File: src/rtl/glitch_sweep.sv
// rtl/glitch_sweep.sv - delay/length sweep sequencer driving a glitcher through an arm/done handshake
module glitch_sweep #(
   parameter int                      TIMEOUT_BITS   = 24,
   parameter logic [TIMEOUT_BITS-1:0] TIMEOUT_CYCLES = 24'hFFFFFF
) (
   input  logic        clk,
   input  logic        rst_n,
   input  logic        start,
   input  logic        abort,
   input  logic [31:0] delay_start,
   input  logic [31:0] delay_step,
   input  logic [31:0] length_start,
   input  logic [31:0] length_step,
   input  logic [15:0] delay_points,
   input  logic [15:0] length_points,
   input  logic [7:0]  repeats,
   input  logic        armed_ack,
   input  logic        done,
   output logic        slow_armed,
   output logic        slow_done_ack,
   output logic        terminate_slow,
   output logic [31:0] delay_out,
   output logic [31:0] length_out,
   output logic        busy,
   output logic        sweep_done,
   output logic [31:0] attempt_count,
   output logic [31:0] timeout_count
);

   typedef enum logic [2:0] {IDLE, LOAD, ARM, WAIT_DONE, ACK, NEXT, FINISH} state_t;

   localparam logic [TIMEOUT_BITS-1:0] TMO_ONE = 1;

   state_t                  state;
   logic [31:0]             delay_step_q;
   logic [31:0]             length_start_q;
   logic [31:0]             length_step_q;
   logic [15:0]             delay_last;
   logic [15:0]             length_last;
   logic [7:0]              repeat_last;
   logic [15:0]             delay_idx;
   logic [15:0]             length_idx;
   logic [7:0]              repeat_idx;
   logic [TIMEOUT_BITS-1:0] tmo_cnt;
   logic                    abort_q;
   logic                    abort_now;
   logic                    tmo_hit;

   assign abort_now = abort_q | abort;
   assign tmo_hit   = (tmo_cnt + TMO_ONE) == TIMEOUT_CYCLES;

   always_ff @(posedge clk or negedge rst_n) begin
      if (!rst_n) begin
         state          <= IDLE;
         slow_armed     <= 1'b0;
         slow_done_ack  <= 1'b0;
         terminate_slow <= 1'b0;
         busy           <= 1'b0;
         sweep_done     <= 1'b0;
         delay_out      <= '0;
         length_out     <= '0;
         attempt_count  <= '0;
         timeout_count  <= '0;
         delay_step_q   <= '0;
         length_start_q <= '0;
         length_step_q  <= '0;
         delay_last     <= '0;
         length_last    <= '0;
         repeat_last    <= '0;
         delay_idx      <= '0;
         length_idx     <= '0;
         repeat_idx     <= '0;
         tmo_cnt        <= '0;
         abort_q        <= 1'b0;
      end else begin
         sweep_done <= 1'b0;
         abort_q    <= (state == IDLE) ? 1'b0 : abort_now;
         case (state)
            IDLE: begin
               if (start) begin
                  state          <= LOAD;
                  busy           <= 1'b1;
                  delay_out      <= delay_start;
                  length_out     <= length_start;
                  delay_step_q   <= delay_step;
                  length_start_q <= length_start;
                  length_step_q  <= length_step;
                  // Store last index rather than count so a zero count behaves as one point
                  delay_last     <= (delay_points == 16'd0) ? 16'd0 : delay_points - 16'd1;
                  length_last    <= (length_points == 16'd0) ? 16'd0 : length_points - 16'd1;
                  repeat_last    <= (repeats == 8'd0) ? 8'd0 : repeats - 8'd1;
                  delay_idx      <= '0;
                  length_idx     <= '0;
                  repeat_idx     <= '0;
                  attempt_count  <= '0;
                  timeout_count  <= '0;
               end
            end
            LOAD: begin
               state      <= ARM;
               slow_armed <= 1'b1;
            end
            ARM: begin
               if (armed_ack) begin
                  state      <= WAIT_DONE;
                  slow_armed <= 1'b0;
                  tmo_cnt    <= '0;
               end
            end
            WAIT_DONE: begin
               if (done) begin
                  state          <= ACK;
                  slow_done_ack  <= 1'b1;
                  terminate_slow <= 1'b0;
               end else if (!terminate_slow) begin
                  // Counter freezes once termination is requested; done is all that matters then
                  tmo_cnt <= tmo_cnt + TMO_ONE;
                  if (tmo_hit || abort_now) begin
                     terminate_slow <= 1'b1;
                     timeout_count  <= timeout_count + 32'd1;
                  end
               end
            end
            ACK: begin
               if (!done && !armed_ack) begin
                  state         <= NEXT;
                  slow_done_ack <= 1'b0;
                  attempt_count <= attempt_count + 32'd1;
               end
            end
            NEXT: begin
               if (abort_now) begin
                  state <= FINISH;
               end else if (repeat_idx != repeat_last) begin
                  repeat_idx <= repeat_idx + 8'd1;
                  state      <= ARM;
                  slow_armed <= 1'b1;
               end else if (length_idx != length_last) begin
                  length_idx <= length_idx + 16'd1;
                  repeat_idx <= '0;
                  length_out <= length_out + length_step_q;
                  state      <= ARM;
                  slow_armed <= 1'b1;
               end else if (delay_idx != delay_last) begin
                  delay_idx  <= delay_idx + 16'd1;
                  length_idx <= '0;
                  repeat_idx <= '0;
                  delay_out  <= delay_out + delay_step_q;
                  length_out <= length_start_q;
                  state      <= ARM;
                  slow_armed <= 1'b1;
               end else begin
                  state <= FINISH;
               end
            end
            FINISH: begin
               state      <= IDLE;
               busy       <= 1'b0;
               sweep_done <= 1'b1;
            end
            default: state <= IDLE;
         endcase
      end
   end

endmodule

File: config.mk
export PLATFORM = sky130hd
export DESIGN_NAME = glitch_sweep
export DESIGN_NICKNAME = d
export VERILOG_FILES = /design/src/rtl/glitch_sweep.sv
export SDC_FILE = /design/constraint.sdc
export NUM_CORES = 1
export LEC_CHECK = 0
export ABC_CLOCK_PERIOD_IN_PS = 4000
export CORE_MARGIN = 2
export CORE_UTILIZATION = 50
export CTS_BUF_LIST = sky130_fd_sc_hd__clkbuf_2
export DETAILED_ROUTE_END_ITERATION = 6
export GPL_TIMING_DRIVEN = 0
export HOLD_SLACK_MARGIN = 0.02
export PLACE_DENSITY_LB_ADDON = 0.05
export SLEW_MARGIN = 0
export SYNTH_ARGS = -nofsm -noshare
export SYNTH_HDL_FRONTEND = slang
export SYNTH_SLANG_ARGS = --single-unit
File: constraint.sdc
create_clock -name clk -period 4 [get_ports clk]
set_input_delay 1.2 -clock clk [delete_from_list [all_inputs] [get_ports clk]]
set_output_delay 1.2 -clock clk [all_outputs]
set_load 0.02 [all_outputs]
# Word level (Yosys, flattened, before mapping)
# Index checks and enable logic that the tools add are counted.
# W data, S select, Z words.
op_classes:
  add_sub_neg: 11
  n_mul: 0
  div: 0
  n_lt_le_gt_ge: 0
  eq_ne: 23
  n_shift: 0
  muxes: 68
  bitwise_logic: 1
  n_reduce_logical: 26
op_table:
  columns: ["op", "count"]
  rows:
  - ["$mux W32", 15]
  - ["$pmux W32 S2", 4]
  - ["$mux W16", 11]
  - ["$mux W24", 3]
  - ["$add A32 B1 Y32 const B", 2]
  - ["$add A32 B32 Y32", 2]
  - ["$pmux W16 S2", 2]
  - ["$mux W8", 6]
  - ["$pmux W24 S2", 1]
  - ["$add A16 B1 Y16 const B", 2]
  - ["$logic_not A16 Y1", 2]
  - ["$ne A16 B16 Y1", 2]
  - ["$sub A16 B1 Y16 const B", 2]
  - ["$add A24 B1 Y24 const B", 1]
  - ["$eq A24 B24 Y1 const B", 1]
  - ["$mux W3", 8]
  - ["$ne A2 B2 Y1 const B", 11]
  - ["$pmux W3 S6", 1]
  - ["$pmux W8 S2", 1]
  - ["$reduce_and A4 Y1", 4]
  - ["$mux W1", 13]
  - ["$reduce_bool A2 Y1", 6]
  - ["$reduce_and A5 Y1", 2]
  - ["$eq A3 B3 Y1 const B", 3]
  - ["other kinds (19)", 24]
word_totals:
  ff_bits: 337
  latchBits: 0
  mem_bits_rw: 0
  mem_bits_ro: 0
  inputBits: 174
  out_inout_bits: 133
  elab_cells: 150
  n_memories: 0

# Longest topological paths before layout
# Gate-level depths: netlist (run 1).
depth:
  word_depth: 7
  ltp_mapped: 12
  mapped_depth_nobuf: 12

# Worst setup path after synthesis (run 1)
# No wires, ideal clock.
synth_path:
  path_kind: "input to register"
  startpoint: "input port armed_ack"
  endpoint: "register attempt_count[31]"
  setup_ns: 0.132
  arrival_ns: 3.100
  required_time_ns: 3.868
  path_slack_ns: 0.768
  stages: 11
  path_buffers: 2
  path_cell_list: "nor2_1 -> and2_1 -> o211ai_2 -> or3_1 -> clkbuf_1 -> or3_1 -> clkbuf_1 -> nor2_1 -> nand4_1 -> xor2_1 -> nor2_1"
synth_between:
  elab_chain_cells: 4
synth_lines:
  columns: ["item", "line_no", "source"]
  rows:
  - ["from (decl)", "17", "input logic armed_ack,"]
  - ["$logic_not A1 Y1", "125", "if (!done && !armed_ack) begin"]
  - ["$logic_and A1 B1 Y1", "125", null]
  - ["$ne A2 B2 Y1 (no source line)", null, null]
  - ["$reduce_and A3 Y1 (no source line)", null, null]
  - ["to (signal assigned)", "128", "attempt_count <= attempt_count + 32'd1;"]
  - ["to (decl)", "26", "output logic [31:0] attempt_count,"]
# Every way passes these cells.
# A chain may end at the register's enable or synchronous reset.

# Worst setup path after layout (run 1)
layout_path:
  startpoint: "register length_out[0]"
  endpoint: "register length_out[30]"
layout_between:
  elab_chain_cells: 5
layout_lines:
  columns: ["item", "line_no", "source"]
  rows:
  - ["from (decl)", "23", "output logic [31:0] length_out,"]
  - ["from (signal assigned)", "84", "length_out <= length_start;"]
  - ["from (signal assigned)", "141", "length_out <= length_out + length_step_q;"]
  - ["from (signal assigned)", "149", "length_out <= length_start_q;"]
  - ["$add A32 B32 Y32", "141", null]
  - ["$mux W32", "138", "end else if (length_idx != length_last) begin"]
  - ["$mux W32", "134", "end else if (repeat_idx != repeat_last) begin"]
  - ["$mux W32", "132", "if (abort_now) begin"]
  - ["$pmux W32 S2", "78", "case (state)"]
# Every way passes these cells. The select of a mux whose other input is x is not followed.

==> results of run 1 <==
-- worst max-delay path: stages, from the launching register on --
cell,delay (ns)
dfrtp_1,0.41
ha_1,0.25
fa_1,0.44
a211oi_1,0.34
o21ai_0,0.26
a211oi_2,0.36
o221ai_1,0.27
o31ai_4,0.35
o21ai_0,0.24
a31oi_1,0.31
xor2_1,0.17
o221ai_1,0.13
-- Yosys cell counts (16+ instances only) --
| library cell | count |
|---|---|
| a21o_1 | 30 |
| a21oi_1 | 133 |
| a31oi_1 | 38 |
| and3_1 | 36 |
| clkbuf_1 | 86 |
| dfrtp_1 | 337 |
| ha_1 | 72 |
| inv_1 | 39 |
| mux2i_1 | 18 |
| nand2_1 | 495 |
| nand2b_1 | 21 |
| nand3_1 | 64 |
| nand4_1 | 35 |
| nor2_1 | 160 |
| nor2b_1 | 16 |
| nor3_1 | 37 |
| nor4_1 | 19 |
| o21ai_0 | 230 |
| o22ai_1 | 19 |
| o31ai_1 | 42 |
| or3_1 | 24 |
| xnor2_1 | 70 |
| xor2_1 | 96 |
-- cell type report --
type / count / area, um^2
buffer: 112 / 463
sequential: 337 / 8430
clock inverter: 31 / 174
fill: 3506 / 14500
multi-input combinational: 1804 / 10400
tap: 518 / 648
inverter: 39 / 146
clock buffer: 129 / 646
antenna: 6 / 15.0
timing repair buffer: 309 / 3150
-- per-stage QoR --
| step | TNS (ns) | util, % | setup slack (ns) | instance area [um^2] |
|---|---|---|---|---|
| floorplan | 0 | - | 0.768 | 19400 |
| global placement | -4476.10 | 60.1 | -13.32 | 23200 |
| detailed placement | -8.30 | 60.3 | -0.301 | 23200 |
| CTS | 0 | 62.4 | 0.183 | 24100 |
| global route | 0 | 62.5 | 0.0844 | 24100 |
| finish | 0 | 62.5 | 0.321 | 24100 |
-- state kept, by name (all words and copies together), names as in the netlist, 3 cells and up --
| signal | count |
|---|---|
| delay_step_q | 32 |
| attempt_count | 32 |
| length_last | 16 |
| delay_idx | 16 |
| delay_last | 16 |
| repeat_idx | 8 |
| delay_out | 32 |
| timeout_count | 32 |
| length_step_q | 32 |
| repeat_last | 8 |
| length_out | 32 |
| length_start_q | 32 |
| tmo_cnt | 24 |
| state | 3 |
| length_idx | 16 |
-- power groups by stage --
stage / clock, mW / sequential, mW / combinational (mW)
6_report: 2.52 / 5.33 / 8.63
5_1_grt: 2.76 / 5.45 / 9.56
4_1_cts: 2.58 / 5.30 / 8.56
3_5_place_dp: 0 / 5.37 / 8.50
3_3_place_gp: 0 / 5.36 / 8.29
2_1_floorplan: 0 / 5.53 / 5.54
-- kinds of logic (layout without fill, tap and decap cells) --
logic type,after synthesis,count (layout)
flip-flops,337,337
other,0,6
buffers and inverters,151,620
AO/OA/AOI/OAI,590,590
XOR/XNOR,166,166
AND/OR/NAND/NOR,955,955
multiplexers,19,19
adder cells (fa/ha/maj),74,74
-- timing repair --
item / in CTS / in global routing
hold buffers: 0 / 0
setup buffers: 0 / 0
gates resized for setup: 0 / 2
setup endpoints to repair: 0 / 2
-- per-layer routing --
layer / part of all wire [%] / global-route usage (%) / vias to the layer above
met5: 0 / 0 / -
met4: 2.8 / 11.2 / 0
met3: 6.9 / 5.60 / 117
met2: 45 / 45.1 / 662
met1: 45 / 40.8 / 9028
li1: - / - / 8899
-- final timing paths --
path                                   startpoint                 to  slack [ns]  cells after the start
worst max-delay path                length_out[0]     length_out[30]        0.32                     11
worst min-delay path                        rst_n   timeout_count[9]        0.14                      1
worst max register to register      length_out[0]     length_out[30]        0.32                     11
worst min register to register  length_start_q[3]  length_start_q[3]        0.48                      2
max in group asynchronous                   rst_n   delay_step_q[12]        2.54                      3
min in group clk                length_start_q[3]  length_start_q[3]        0.48                      2
==> results.toml, run 1 <==
[cts]
cts_inserted_buffers = 91
h-tree-depth = 3
cts-root-buf = "clkbuf_2"
cts_sinks = 337
cts_tree = "done"
ctsLongestPathBuffers = 3
cts.clk_slew.worst_paths_ns = 0.11
clock_latency_ns = 1.01

[floorplanning]
rows = 72
core_area_mm2 = 0.0386
die-area_mm2 = 0.0405
pin_count = 307
start_util_pct = 50.4
die_h_um = 201
die_x_um = 201

[routing]
wl_um = 59300
vias = 18706
drt-initial-drc-count = 1247
route.detailed.drc = 0
antenna_left = 0
dr.pass1.iters = 6
via_per_inst = 5.69
wire_per_inst_um = 18.1

[run_status]
status = "complete, no violations"

[sta]
finalMaxSlewViolations = 0
fin_crit_sh_pct = 92.0
min_period_ns = 3.68
tightest_slew_ns = 0.879
fin_skew_ns = 0.0618
grt_setup_unrepaired = "no"
finalSetupViolations = 0
finalHoldViolations = 0
hold-worst-slack_ns = 0.138
fmax_mhz = 272
slew-limit-headroom_pct = 40.6

[finish]
mostFrequentLayoutCells = "nand2_1 (495), dfrtp_1 (337), clkdlybuf4s50_1 (305)"
final_nets = 2942
final_common_cell = "nand2_1"
areaGrowthSynthToFinish_pct = 23.9
drive_gt1_share_pct = 6.77
fin_cells = 3285

[setup_path]
required_ns = 4.86
start_kind = "flop"
crit_path_end_kind = "flop"
crit_type = "reg -> reg"
worstPathArrival_ns = 4.54
cp_max_fo = 4

[yosys]
synth.largest_area_cell = "dfrtp_1"
yosys.area_share.simple_pct = 22.0
ys_ff_latch = 337
synth_top_family_by_area = "simple AND/OR/NAND/NOR gates"
synth-main-ff-cell = "dfrtp_1"
synthTopCellsByArea = "dfrtp_1 (43%), nand2_1 (9.6%), o21ai_0 (5.9%)"
synth_area_mm2 = 0.0194
syn_nets = 2540
yosysWarnings = 0
yosysUniqueCellTypes = 74
syn_area_per_cell_um2 = 8.48
synth_top_area_share_pct = 43.4
synth-compound-area-share_pct = 18.2
synth_seq_area_share_pct = 43.4
synthMuxAreaShare_pct = 0.984
synth_edf_count = 0
async_reset_ff_share_pct = 100
synthAdderAreaFrac_pct = 4.84
yosys.area_share.xor_xnor_pct = 7.48
synth_cells = 2292

[global_route]
grt_overflow_total = 0
antenna_found_initial = 6
grt_usage_pct = 29.2
grt_pass1_wl_um = 95100
first_global_vias = 18107
grt_max_degree = 99

[job]
maxCapViolCount = 0

[power_and_ir_drop]
powerDensity_mw_per_mm2 = 684
p_clk_share_pct = 15.3
power_switching_mw = 7.44
combPwrFrac_pct = 52.4
seqPwrFrac_pct = 32.3
leakage_nw = 10.9
total_power_mw = 16.5
intPower_mw = 9.03
swShare_pct = 45.2
vdd_drop_max_mv = 0.465

[worst_hold_path]
hold_path_class = "in -> async"

[placement]
place_inst = 3119
place_hpwl_um = 43700
place.gp.congestion = 0.918
portBuffers = 306
Power figures use the tool's default switching activity.
==> run 2: changes to the inputs <==
--- a/config.mk
+++ b/config.mk
@@ -8,12 +8,11 @@
 export ABC_CLOCK_PERIOD_IN_PS = 4000
 export CORE_MARGIN = 2
 export CORE_UTILIZATION = 50
-export CTS_BUF_LIST = sky130_fd_sc_hd__clkbuf_2
+export CTS_BUF_LIST = sky130_fd_sc_hd__clkbuf_8
 export DETAILED_ROUTE_END_ITERATION = 6
 export GPL_TIMING_DRIVEN = 0
 export HOLD_SLACK_MARGIN = 0.02
 export PLACE_DENSITY_LB_ADDON = 0.05
-export SLEW_MARGIN = 0
 export SYNTH_ARGS = -nofsm -noshare
 export SYNTH_HDL_FRONTEND = slang
 export SYNTH_SLANG_ARGS = --single-unit
==> run 2 against run 1 <==
Sequential power barely moved. Critical path type is now in -> reg. Clock power rose by 21%. Register-to-register slack is essentially flat. Fmax decreased by 0.90%. Wire length is 0.17% lower. Flip-flop and latch count unchanged. Total power grew 3.4%. Sequential share of layout area shrank 0.40 points. Global-route usage down 0.27 points.
==> results.toml, run 2 (synthesized netlist as in run 1, its figures left out) <==
[run_status]
status = "complete, no violations"

[sta]
slew-limit-headroom_pct = 39.6
hold-worst-slack_ns = 0.474
fmax_mhz = 269
grt_setup_unrepaired = "no"
fin_crit_sh_pct = 92.8
finalSetupViolations = 0
fin_skew_ns = 0.0285
finalHoldViolations = 0
finalMaxSlewViolations = 0
tightest_slew_ns = 0.906
min_period_ns = 3.71
worst_slack_ns = 0.287
tns_ns = 0

[finish]
areaGrowthSynthToFinish_pct = 25.3
final_common_cell = "nand2_1"
drive_gt1_share_pct = 4.71
fin_cells = 3222
fin_util_pct = 63.2
multi_input_area_mm2 = 0.0104
fin_area_mm2 = 0.0244
mostFrequentLayoutCells = "nand2_1 (495), dfrtp_1 (337), clkdlybuf4s50_1 (305)"
ff_latch_area_mm2 = 0.00843
nFillCells = 3423
final_nets = 2909

[placement]
place_hpwl_um = 43700
place.gp.congestion = 0.918
portBuffers = 306
place_inst = 3119
post_dp_cell_area_mm2 = 0.0232
place_ws_ns = -0.301

[setup_path]
start_kind = "input pin"
r2r-end = "delay_out[21]"
worst-path-stages = 12
crit_path_end_kind = "flop"
required_ns = 4.50
path_buf_inv = 3
reg2reg_from = "length_idx[14]"
cpPeakStageDelay_ns = 0.56
worstPathArrival_ns = 4.21
worst_r2r_path_depth = 10
cpMostUsedCell = "nor2_1"
crit_chain = "clkdlybuf4s50_1 > nor2_1 > and2_1 > o211ai_2 > or3_1 > clkbuf_1 > or3_1 > clkbuf_1 > nor2_1 > nand4_1 > xor2_1 > nor2_1"
reg2reg_setup_slack_ns = 0.33
cp_slowest_cell = "clkdlybuf4s50_1"
path_delay_family = "simple AND/OR/NAND/NOR gates"
cp_max_fo = 8
critPathLaunch = "done"
endpoint = "attempt_count[31]"
crit_type = "in -> reg"

[global_route]
grt_pass1_wl_um = 94400
grt_usage_pct = 28.9
grt_max_degree = 99
grt_overflow_total = 0
first_global_vias = 17821
antenna_found_initial = 5

[power_and_ir_drop]
intPower_mw = 9.65
combPwrFrac_pct = 50.7
vdd_drop_max_mv = 0.582
leakage_nw = 10.9
powerDensity_mw_per_mm2 = 699
swShare_pct = 43.3
seqPwrFrac_pct = 31.4
power_switching_mw = 7.38
p_clk_share_pct = 17.9
total_power_mw = 17.0

[routing]
drt-initial-drc-count = 1216
route.detailed.drc = 0
dr.pass1.iters = 6
via_per_inst = 5.75
vias = 18540
antenna_left = 0
wl_um = 59200
wire_per_inst_um = 18.4

[worst_hold_path]
hold_path_class = "reg -> reg"

[cts]
cts-root-buf = "clkbuf_8"
cts_tree = "done"
cts_sinks = 337
cts.clk_slew.worst_paths_ns = 0.06
ctsLongestPathBuffers = 3
clock_latency_ns = 0.66
holdBufCountCts = 0
cts_inserted_buffers = 58
h-tree-depth = 2

[floorplanning]
die_x_um = 201
rows = 72
start_util_pct = 50.4
pin_count = 307
die-area_mm2 = 0.0405
die_h_um = 201
core_area_mm2 = 0.0386

[job]
maxCapViolCount = 0
==> run 2: changes by cell type in the layout (fill, tap and decap cells not counted), moves of 2 or more <==
cell	previous run	this run
clkinv_1	22	0
clkbuf_8	0	72
inv_2	3	0
clkbuf_2	130	1
inv_1	39	59
bufinv_16	2	0
==> run 2: worst min path at each step <==
stage	startpoint	endpoint	depth (start not counted)
after floorplan	length_start_q[20]	length_start_q[20]	2
after global placement	length_start_q[21]	length_start_q[21]	2
after detailed placement	length_start_q[21]	length_start_q[21]	2
after CTS	length_start_q[21]	length_start_q[21]	2
after global routing	length_start_q[21]	length_start_q[21]	2
final	length_start_q[21]	length_start_q[21]	2
==> run 2: what timing repair did <==
action	4_1_cts	5_1_grt
buffers inserted	0	0
gates resized for setup	0	2
setup endpoints to repair	0	1
==> run 2: worst min-delay path: cells and delay by family, from the launching register on <==
family           cells  cell delay (ns)
DFF                  1             0.34
and+or+nand+nor      2             0.11
==> run 2: cell type report <==
class	instances	area share, %
Sequential cell	337	34.6
Clock inverter	26	0.442
Tap cell	518	2.66
Timing Repair Buffer	309	12.9
Buffer	112	1.90
Antenna cell	5	0.0513
Inverter	39	0.601
Clock buffer	72	4.07
Multi-Input combinational cell	1804	42.7
==> run 2: layer usage <==
layer	global-route usage [%]	wire length, um	vias up
met5	0	0	-
met4	11.8	1820	0
met3	4.78	4200	120
met2	44.7	26600	690
met1	40.7	26600	8933
li1	-	-	8797
==> run 2: power by group through the flow <==
| stage | sequential, mW | combinational (mW) | clock (mW) |
|---|---|---|---|
| floorplan | 5.53 | 5.54 | 0 |
| global placement | 5.36 | 8.29 | 0 |
| detailed placement | 5.37 | 8.50 | 0 |
| CTS | 5.32 | 8.56 | 3.10 |
| global route | 5.47 | 9.56 | 3.24 |
| finish | 5.34 | 8.64 | 3.05 |
